===== config.mk =====
export PLATFORM = sky130hd
export DESIGN_NAME = ws2812_multi_driver
export DESIGN_NICKNAME = d
export VERILOG_FILES = /design/src/rtl/ws2812_pkg.sv /design/src/rtl/ws2812_lane.sv /design/src/rtl/ws2812_multi_driver.sv
export SDC_FILE = /design/constraint.sdc
export NUM_CORES = 1
export LEC_CHECK = 0
export BUFFER_PORTS_ARGS = -buffer_cell sky130_fd_sc_hd__buf_2
export CAP_MARGIN = 15
export CELL_PAD_IN_SITES_DETAIL_PLACEMENT = 1
export CELL_PAD_IN_SITES_GLOBAL_PLACEMENT = 2
export CORE_MARGIN = 5
export CORE_UTILIZATION = 39
export CTS_BUF_LIST = sky130_fd_sc_hd__clkbuf_8 sky130_fd_sc_hd__clkbuf_16
export DETAILED_ROUTE_END_ITERATION = 7
export PLACE_DENSITY_LB_ADDON = 0.1
export SLEW_MARGIN = 15
export SYNTH_ARGS = -nofsm -noshare
export SYNTH_HDL_FRONTEND = slang
export SYNTH_SLANG_ARGS = --single-unit
export TNS_END_PERCENT = 100

===== constraint.sdc =====
create_clock -name clk -period 10.75 [get_ports clk]
set_clock_uncertainty 0.15 [all_clocks]
set_input_delay 1.6125 -clock clk [delete_from_list [all_inputs] [get_ports clk]]
set_output_delay 1.6125 -clock clk [all_outputs]
set_load 0.02 [all_outputs]

===== src/rtl/ws2812_pkg.sv =====
// Shared types and helpers for the multi-lane WS2812 serialiser.
// Holds the FSM state encoding, the colour-order codes and the wire-order reorder function.
package ws2812_pkg;

  typedef enum logic [2:0] {
    S_IDLE,
    S_FETCH,
    S_LOAD,
    S_SHIFT,
    S_LATCH
  } state_t;

  localparam logic ORDER_GRB = 1'b0;
  localparam logic ORDER_RGB = 1'b1;

  // Frame-buffer words are {R,G,B}; GRB strings expect green on the wire first.
  function automatic logic [23:0] wire_order(input logic [23:0] rgb, input logic order);
    return (order == ORDER_RGB) ? rgb : {rgb[15:8], rgb[23:16], rgb[7:0]};
  endfunction

endpackage


===== src/rtl/ws2812_lane.sv =====
// One output string: pending pixel register, 24-bit shift word and registered dout.
// All timing decisions come from the shared strobes driven by the top.
module ws2812_lane
  import ws2812_pkg::*;
(
  input  logic        clk,
  input  logic        reset,
  input  logic        order,
  input  logic [23:0] rgb,
  input  logic        capture,
  input  logic        load,
  input  logic        reload,
  input  logic        shift,
  input  logic        bit_phase_high,
  input  logic        bit_phase_long,
  output logic        dout
);

  logic [23:0] word;
  logic [23:0] pending;
  logic [23:0] shift_reg;
  logic [23:0] shift_next;

  assign word = wire_order(rgb, order);

  always_comb begin
    shift_next = shift_reg;
    if (load)
      shift_next = word;
    else if (reload)
      shift_next = pending;
    else if (shift)
      shift_next = {shift_reg[22:0], 1'b0};
  end

  // dout looks at the bit that will be current in the next cycle, so pixel
  // and bit boundaries switch without a gap.
  always_ff @(posedge clk or posedge reset) begin
    if (reset) begin
      pending   <= '0;
      shift_reg <= '0;
      dout      <= 1'b0;
    end else begin
      if (capture)
        pending <= word;
      shift_reg <= shift_next;
      dout      <= bit_phase_high | (bit_phase_long & shift_next[23]);
    end
  end

endmodule


===== src/rtl/ws2812_multi_driver.sv =====
// Multi-lane WS2812 serialiser fed from a synchronous-read frame buffer.
// The FSM and shared bit/cycle/pixel counters live here; per-lane data lives in ws2812_lane.
module ws2812_multi_driver
  import ws2812_pkg::*;
#(
  parameter int CHANNELS  = 4,
  parameter int LED_COUNT = 64,
  parameter int ADDR_W    = (LED_COUNT > 1) ? $clog2(LED_COUNT) : 1,
  parameter int T_BIT     = 63,
  parameter int T0H       = 20,
  parameter int T1H       = 40,
  parameter int T_RESET   = 14000
) (
  input  logic                     clk,
  input  logic                     reset,
  input  logic                     start,
  input  logic                     order,
  output logic                     rd_en,
  output logic [ADDR_W-1:0]        rd_addr,
  input  logic [CHANNELS*24-1:0]   rd_data,
  output logic [CHANNELS-1:0]      dout,
  output logic                     busy,
  output logic                     done
);

  localparam int CW = $clog2(T_BIT);
  localparam int LW = $clog2(T_RESET + 1);

  state_t              state;
  logic                order_reg;
  logic [CW-1:0]       cyc_cnt;
  logic [4:0]          bit_cnt;
  logic [ADDR_W-1:0]   pix_cnt;
  logic [LW-1:0]       lat_cnt;

  logic          end_bit, last_bit, last_pix;
  logic          load_s, shift_s, reload_s, capture_s, active_next;
  logic          phase_high, phase_long;
  logic [CW-1:0] cyc_next;

  always_comb begin
    end_bit     = (int'(cyc_cnt) == T_BIT - 1);
    last_bit    = (bit_cnt == 5'd23);
    last_pix    = (int'(pix_cnt) == LED_COUNT - 1);
    load_s      = (state == S_LOAD);
    shift_s     = (state == S_SHIFT) && end_bit && !last_bit;
    reload_s    = (state == S_SHIFT) && end_bit && last_bit && !last_pix;
    // Prefetched word is on rd_data during cycle 1 of bit 0.
    capture_s   = (state == S_SHIFT) && (bit_cnt == 5'd0) && (int'(cyc_cnt) == 1);
    active_next = load_s || ((state == S_SHIFT) && !(end_bit && last_bit && last_pix));
    cyc_next    = (load_s || end_bit) ? '0 : cyc_cnt + CW'(1);
    phase_high  = active_next && (int'(cyc_next) < T0H);
    phase_long  = active_next && (int'(cyc_next) < T1H);
  end

  always_ff @(posedge clk or posedge reset) begin
    if (reset) begin
      state     <= S_IDLE;
      order_reg <= ORDER_GRB;
      cyc_cnt   <= '0;
      bit_cnt   <= '0;
      pix_cnt   <= '0;
      lat_cnt   <= '0;
      rd_en     <= 1'b0;
      rd_addr   <= '0;
      busy      <= 1'b0;
      done      <= 1'b0;
    end else begin
      rd_en <= 1'b0;
      done  <= 1'b0;
      case (state)
        S_IDLE: begin
          if (start) begin
            order_reg <= order;
            busy      <= 1'b1;
            rd_en     <= 1'b1;
            rd_addr   <= '0;
            pix_cnt   <= '0;
            bit_cnt   <= '0;
            state     <= S_FETCH;
          end
        end
        S_FETCH: state <= S_LOAD;
        S_LOAD: begin
          cyc_cnt <= cyc_next;
          state   <= S_SHIFT;
          if (LED_COUNT > 1) begin
            rd_en   <= 1'b1;
            rd_addr <= ADDR_W'(1);
          end
        end
        S_SHIFT: begin
          cyc_cnt <= cyc_next;
          if (end_bit) begin
            if (!last_bit) begin
              bit_cnt <= bit_cnt + 5'd1;
            end else if (last_pix) begin
              lat_cnt <= '0;
              state   <= S_LATCH;
            end else begin
              bit_cnt <= '0;
              pix_cnt <= pix_cnt + ADDR_W'(1);
              if (int'(pix_cnt) + 2 < LED_COUNT) begin
                rd_en   <= 1'b1;
                rd_addr <= pix_cnt + ADDR_W'(2);
              end
            end
          end
        end
        S_LATCH: begin
          if (int'(lat_cnt) == T_RESET - 1) begin
            busy  <= 1'b0;
            done  <= 1'b1;
            state <= S_IDLE;
          end else begin
            lat_cnt <= lat_cnt + LW'(1);
          end
        end
        default: state <= S_IDLE;
      endcase
    end
  end

  genvar gi;
  generate
    for (gi = 0; gi < CHANNELS; gi++) begin : g_lane
      ws2812_lane u_lane (
        .clk            (clk),
        .reset          (reset),
        .order          (order_reg),
        .rgb            (rd_data[gi*24 +: 24]),
        .capture        (capture_s),
        .load           (load_s),
        .reload         (reload_s),
        .shift          (shift_s),
        .bit_phase_high (phase_high),
        .bit_phase_long (phase_long),
        .dout           (dout[gi])
      );
    end
  endgenerate

endmodule


# After elaboration in Yosys (flattened, before gate mapping)
# Cells that the tools add are included.
# W data, S select, Z words.
# totals
ff_bits	240
in_bits	100
out_inout_bits	13
word_cells	146
# op_classes
n_addsub	6
magnitude_cmp	3
eq_ne	18
muxes	54
bitwise_logic	8
n_reduce_logical	31
# op_table
cell	n
$mux W24	16
$mux W14	4
$mux W6	9
$pmux W14 S2	1
$mux W5	4
$pmux W6 S3	1
$mux W3	5
$pmux W3 S5	1
$reduce_and A5 Y1	3
$add A14 B1 Y14 const B	1
$eq A14 B13 Y1 const B	1
$ne A2 B2 Y1 const B	7
$add A6 B1 Y6 const B	2
$eq A6 B2 Y1 const B	2
$pmux W6 S2	1
$logic_and A1 B1 Y1	11
$pmux W5 S2	1
$mux W1	9
$add A6 B2 Y7 const B	1
$lt A7 B7 Y1 const B	1
$add A6 B2 Y6 const B	1
$eq A3 B2 Y1 const B	2
$eq A6 B1 Y1 const B	1
$lt A6 B5 Y1 const B	1
other kinds (22)	34

# Depth between registers and ports, before layout
# depth
ltp_word	9
mapped_depth	10
mapped_depth_nobuf	7

# Hierarchy
# From an unflattened synthesis, not the netlist that was laid out.
# hier_totals
cells_unflattened	1179
hier_area_um2	12286.8
# by_module_without_submodules
mod	n_inst	cells_per_inst	area_per_inst_um2	seq_area_each_um2
ws2812_lane	4	222	2407.3	1226.2
ws2812_multi_driver	1	291	2657.5	1101.1

# Worst setup path before layout
# OpenSTA, ideal clock, no wires.
# synth_path
path_kind	input to register
start	input port start
end	register rd_addr[1]
setup_time_ns	0.125
t_arrival_ns	2.553
t_required_ns	10.475
path_slack_ns	7.922
path_stages	3
path_buffers	0
cell_sequence	nor2_1 -> a2111oi_4 -> mux2_2
# synth_via
elab_chain_cells	2
# synth_lines
element	line	text
start: declaration	ws2812_multi_driver.sv:16	input logic start,
$ne A2 B2 Y1 (no line)	n/a	
$reduce_and A6 Y1 (no line)	n/a	
end signal: assignment	ws2812_multi_driver.sv:105	rd_addr <= pix_cnt + ADDR_W'(2);
end: declaration	ws2812_multi_driver.sv:19	output logic [ADDR_W-1:0] rd_addr,
# Every way passes these cells.
# A chain may end at the register's enable or synchronous reset.

# Worst setup path in the final report
# layout_path
start	register state[0]
end	register g_lane[3].u_lane.pending[13]
# layout_via
elab_chain_cells	3
# layout_lines
element	line	text
start: declaration	ws2812_multi_driver.sv:29	state_t state;
start signal: assignment	ws2812_multi_driver.sv:58	state <= S_IDLE;
start signal: assignment	ws2812_multi_driver.sv:80	state <= S_FETCH;
start signal: assignment	ws2812_multi_driver.sv:83	S_FETCH: state <= S_LOAD;
$eq A3 B2 Y1	ws2812_multi_driver.sv:49	capture_s = (state == S_SHIFT) && (bit_cnt == 5'd0) && (int'(cyc_cnt) == 1);
$logic_and A1 B1 Y1 (2 in series)	ws2812_multi_driver.sv:49	
end signal: assignment	ws2812_lane.sv:45	pending <= word;
end: declaration	ws2812_lane.sv:20	logic [23:0] pending;
# Every way passes these cells.

==> results.toml <==
[global_routing]
grt_max_degree = 111
grt_usage = 0.180
grt_pass1_wl_mm = 49.5
antenna_found_initial = 0
grt_pass1_vias = 8995
grt_overflow = 0

[timing]
grt_setup_unrepaired = "no"
fmax_ghz = 0.312
min_period_ns = 3.21
hold_viol = 0
setup_tns_ns = 0
relSlewSlack = 0.309
finalMaxSlewViolations = 0
post-route-period-util = 0.299
tightest_slew_ns = 1.04
setup_viol = 0

[routing]
drt_pass1_iterations = 6
routed_via_density = 5.55
num_vias = 8381
drc = 0
detail-route-antenna-nets = 0
routed_wirelength_mm = 29.6
wire_per_inst_um = 19.6
drtIter0Drc = 472

[synth]
synth_nets = 1146
synth_cell_types = 60
yosys-top-cells-count = "dfrtp_1, nand2_1, o21ai_0"
synth_flop_cell = "dfrtp_1"
synth_edf_count = 0
yosys-top-cells-area = "dfrtp_1, mux2i_1, o221a_2"
syn_avg_cell_area_um2 = 11.0
synth_most_common_cell = "dfrtp_1"
synth-seq-area-share = 0.527
ys_ff_latch = 240
syn-cell-area_mm2 = 0.0114
synth_top_area_cell = "dfrtp_1"
yosysWarnings = 0
async_flop_share = 1.00
netlist.area_leader.share = 0.527
synthCells = 1038

[floorplan]
initial_utilization = 0.396
die_area_mm2 = 0.0328
die_width_um = 181
coreArea_mm2 = 0.0288
rows = 62
ioPinCount = 113
die_h_um = 181

[cts]
clock_latency_ns = 0.55
postCtsSetupBuffers = 0
cts_resized = 0
h-tree-depth = 1
path_clk_slew_ns = 0.06
cts-root-buf = "clkbuf_16"
cts_tree = "yes"
cts_max_path_buffers = 3
cts_buffers = 28
cts_sinks = 240
holdBufCountCts = 0

[finish]
syn_to_final_growth_pct = 14.9
antennaDiodeCount = 0
fillCellCount = 3120
final_layout_size_suffix_gt1_frac = 0.251
final_nets = 1215

[pwr]
p_total_mw = 3.24
p_per_area_mw_per_mm2 = 247
vdd_drop_max_mv = 0.133
leakagePower_nw = 5.83

[placed_design]
port_buffers = 112
gp_congestion = 0.734
hpwl_mm = 18.4

[worst_setup_path]
required_ns = 10.96
worst-path-max-fanout = 110
setup.worst_path.end_class = "flip-flop"
r2r_cells = 6
r2r_start = "state[0]$_DFFE_PP0P_"
crit_type = "reg -> reg"
arrival_ns = 3.42
rr_endpoint = "g_lane[3].u_lane.pending[13]$_DFFE_PP0P_"
regToRegSetupSlack_ns = 7.54
start_kind = "flip-flop"

[worst_hold_path]
min_path_cells = 2
hp-class = "reg -> reg"
min_to = "g_lane[0].u_lane.pending[23]$_DFFE_PP0P_"
holdCritStartpoint = "g_lane[0].u_lane.pending[23]$_DFFE_PP0P_"

[job]
maxCapViolations = 0

[status]
status = "finished clean"
==> logic make-up after synthesis <==
| group | Yosys count | synth area share |
|---|---|---|
| buf+inv | 91 | 0.0358 |
| mux | 111 | 0.102 |
| simple gates | 287 | 0.123 |
| flops | 240 | 0.527 |
| xor+xnor | 15 | 0.0115 |
| compound gates | 286 | 0.193 |
| fa+ha+maj | 8 | 0.00878 |
==> per-layer routing <==
metal | share of wire | track usage | vias to the layer above
met4 | 0.018 | 0.0339 | 0
met3 | 0.033 | 0.0227 | 36
li1 | - | - | 3968
met5 | 0 | 0 | -
met2 | 0.46 | 0.294 | 110
met1 | 0.49 | 0.262 | 4267
==> worst max-delay path: stages (launching register included) <==
cell,delay [ns]
dfrtp_1,0.69
nand3b_4,0.30
nor2_1,0.29
nand3_4,0.59
buf_4,0.68
nand2_1,0.17
o21ai_0,0.11
==> cell usage in the layout, fill, tap and decap left out, types with 4 or more instances in the layout <==
cell       count
clkbuf_16     28
nor2_1        87
inv_1         15
and4_1         4
buf_4          9
nand2_1      104
nor3_1        29
a2bb2oi_1     60
clkbuf_8       7
o22ai_1       28
a31oi_1        6
o221a_2       60
a21oi_1       11
a211oi_1       4
xor2_1        14
o21a_1         4
o21ai_0       89
dfrtp_1      239
and2_1         7
mux2i_1       72
ha_1           8
buf_2        112
o31ai_1        6
nand4_1        5
clkinv_2       5
mux2_2        39
nand3_1       17
==> worst max-delay path by stage <==
stage | from | endpoint | cells after the start
finish | state[0]$_DFFE_PP0P_ | g_lane[3].u_lane.pending[13]$_DFFE_PP0P_ | 6
global route | state[0]$_DFFE_PP0P_ | g_lane[3].u_lane.pending[12]$_DFFE_PP0P_ | 6
CTS | state[0]$_DFFE_PP0P_ | g_lane[3].u_lane.pending[13]$_DFFE_PP0P_ | 6
detailed placement | reset | g_lane[1].u_lane.shift_reg[10]$_DFFE_PP0P_ | 3
global placement | reset | g_lane[1].u_lane.shift_reg[11]$_DFFE_PP0P_ | 3
floorplan | reset | bit_cnt[0]$_DFFE_PP0P_ | 1
==> power by group <==
group	switching, mW	total, mW	leakage (nW)	internal (mW)
logic	0.318	0.737	2.51	0.419
registers	0.270	1.58	2.84	1.31
clock network	0.381	0.925	0.477	0.544
==> through the flow <==
step	instances	util	hold WS [ns]	worst slack, ns	area (um2)
3_3_place_gp	1461	0.424	0.308	7.26	12200
2_1_floorplan	1038	-	0.295	2.40	11400
3_5_place_dp	1461	0.424	0.319	7.26	12200
5_1_grt	1511	0.455	0.355	7.22	13100
6_report	1511	0.455	0.330	7.54	13100
4_1_cts	1511	0.455	0.332	7.46	13100
==> area by class of cell <==
type / instances / area (um2) / area share
flip-flops and latches: 240 / 6010 / 0.459
well taps: 384 / 480 / 0.0367
clock buffers: 35 / 797 / 0.0608
clock inverters: 15 / 106 / 0.00812
inverters: 9 / 41.3 / 0.00315
repair buffers: 121 / 628 / 0.0480
multi-input cells: 707 / 5040 / 0.384
Note: power is estimated with default switching activity, not from simulation.
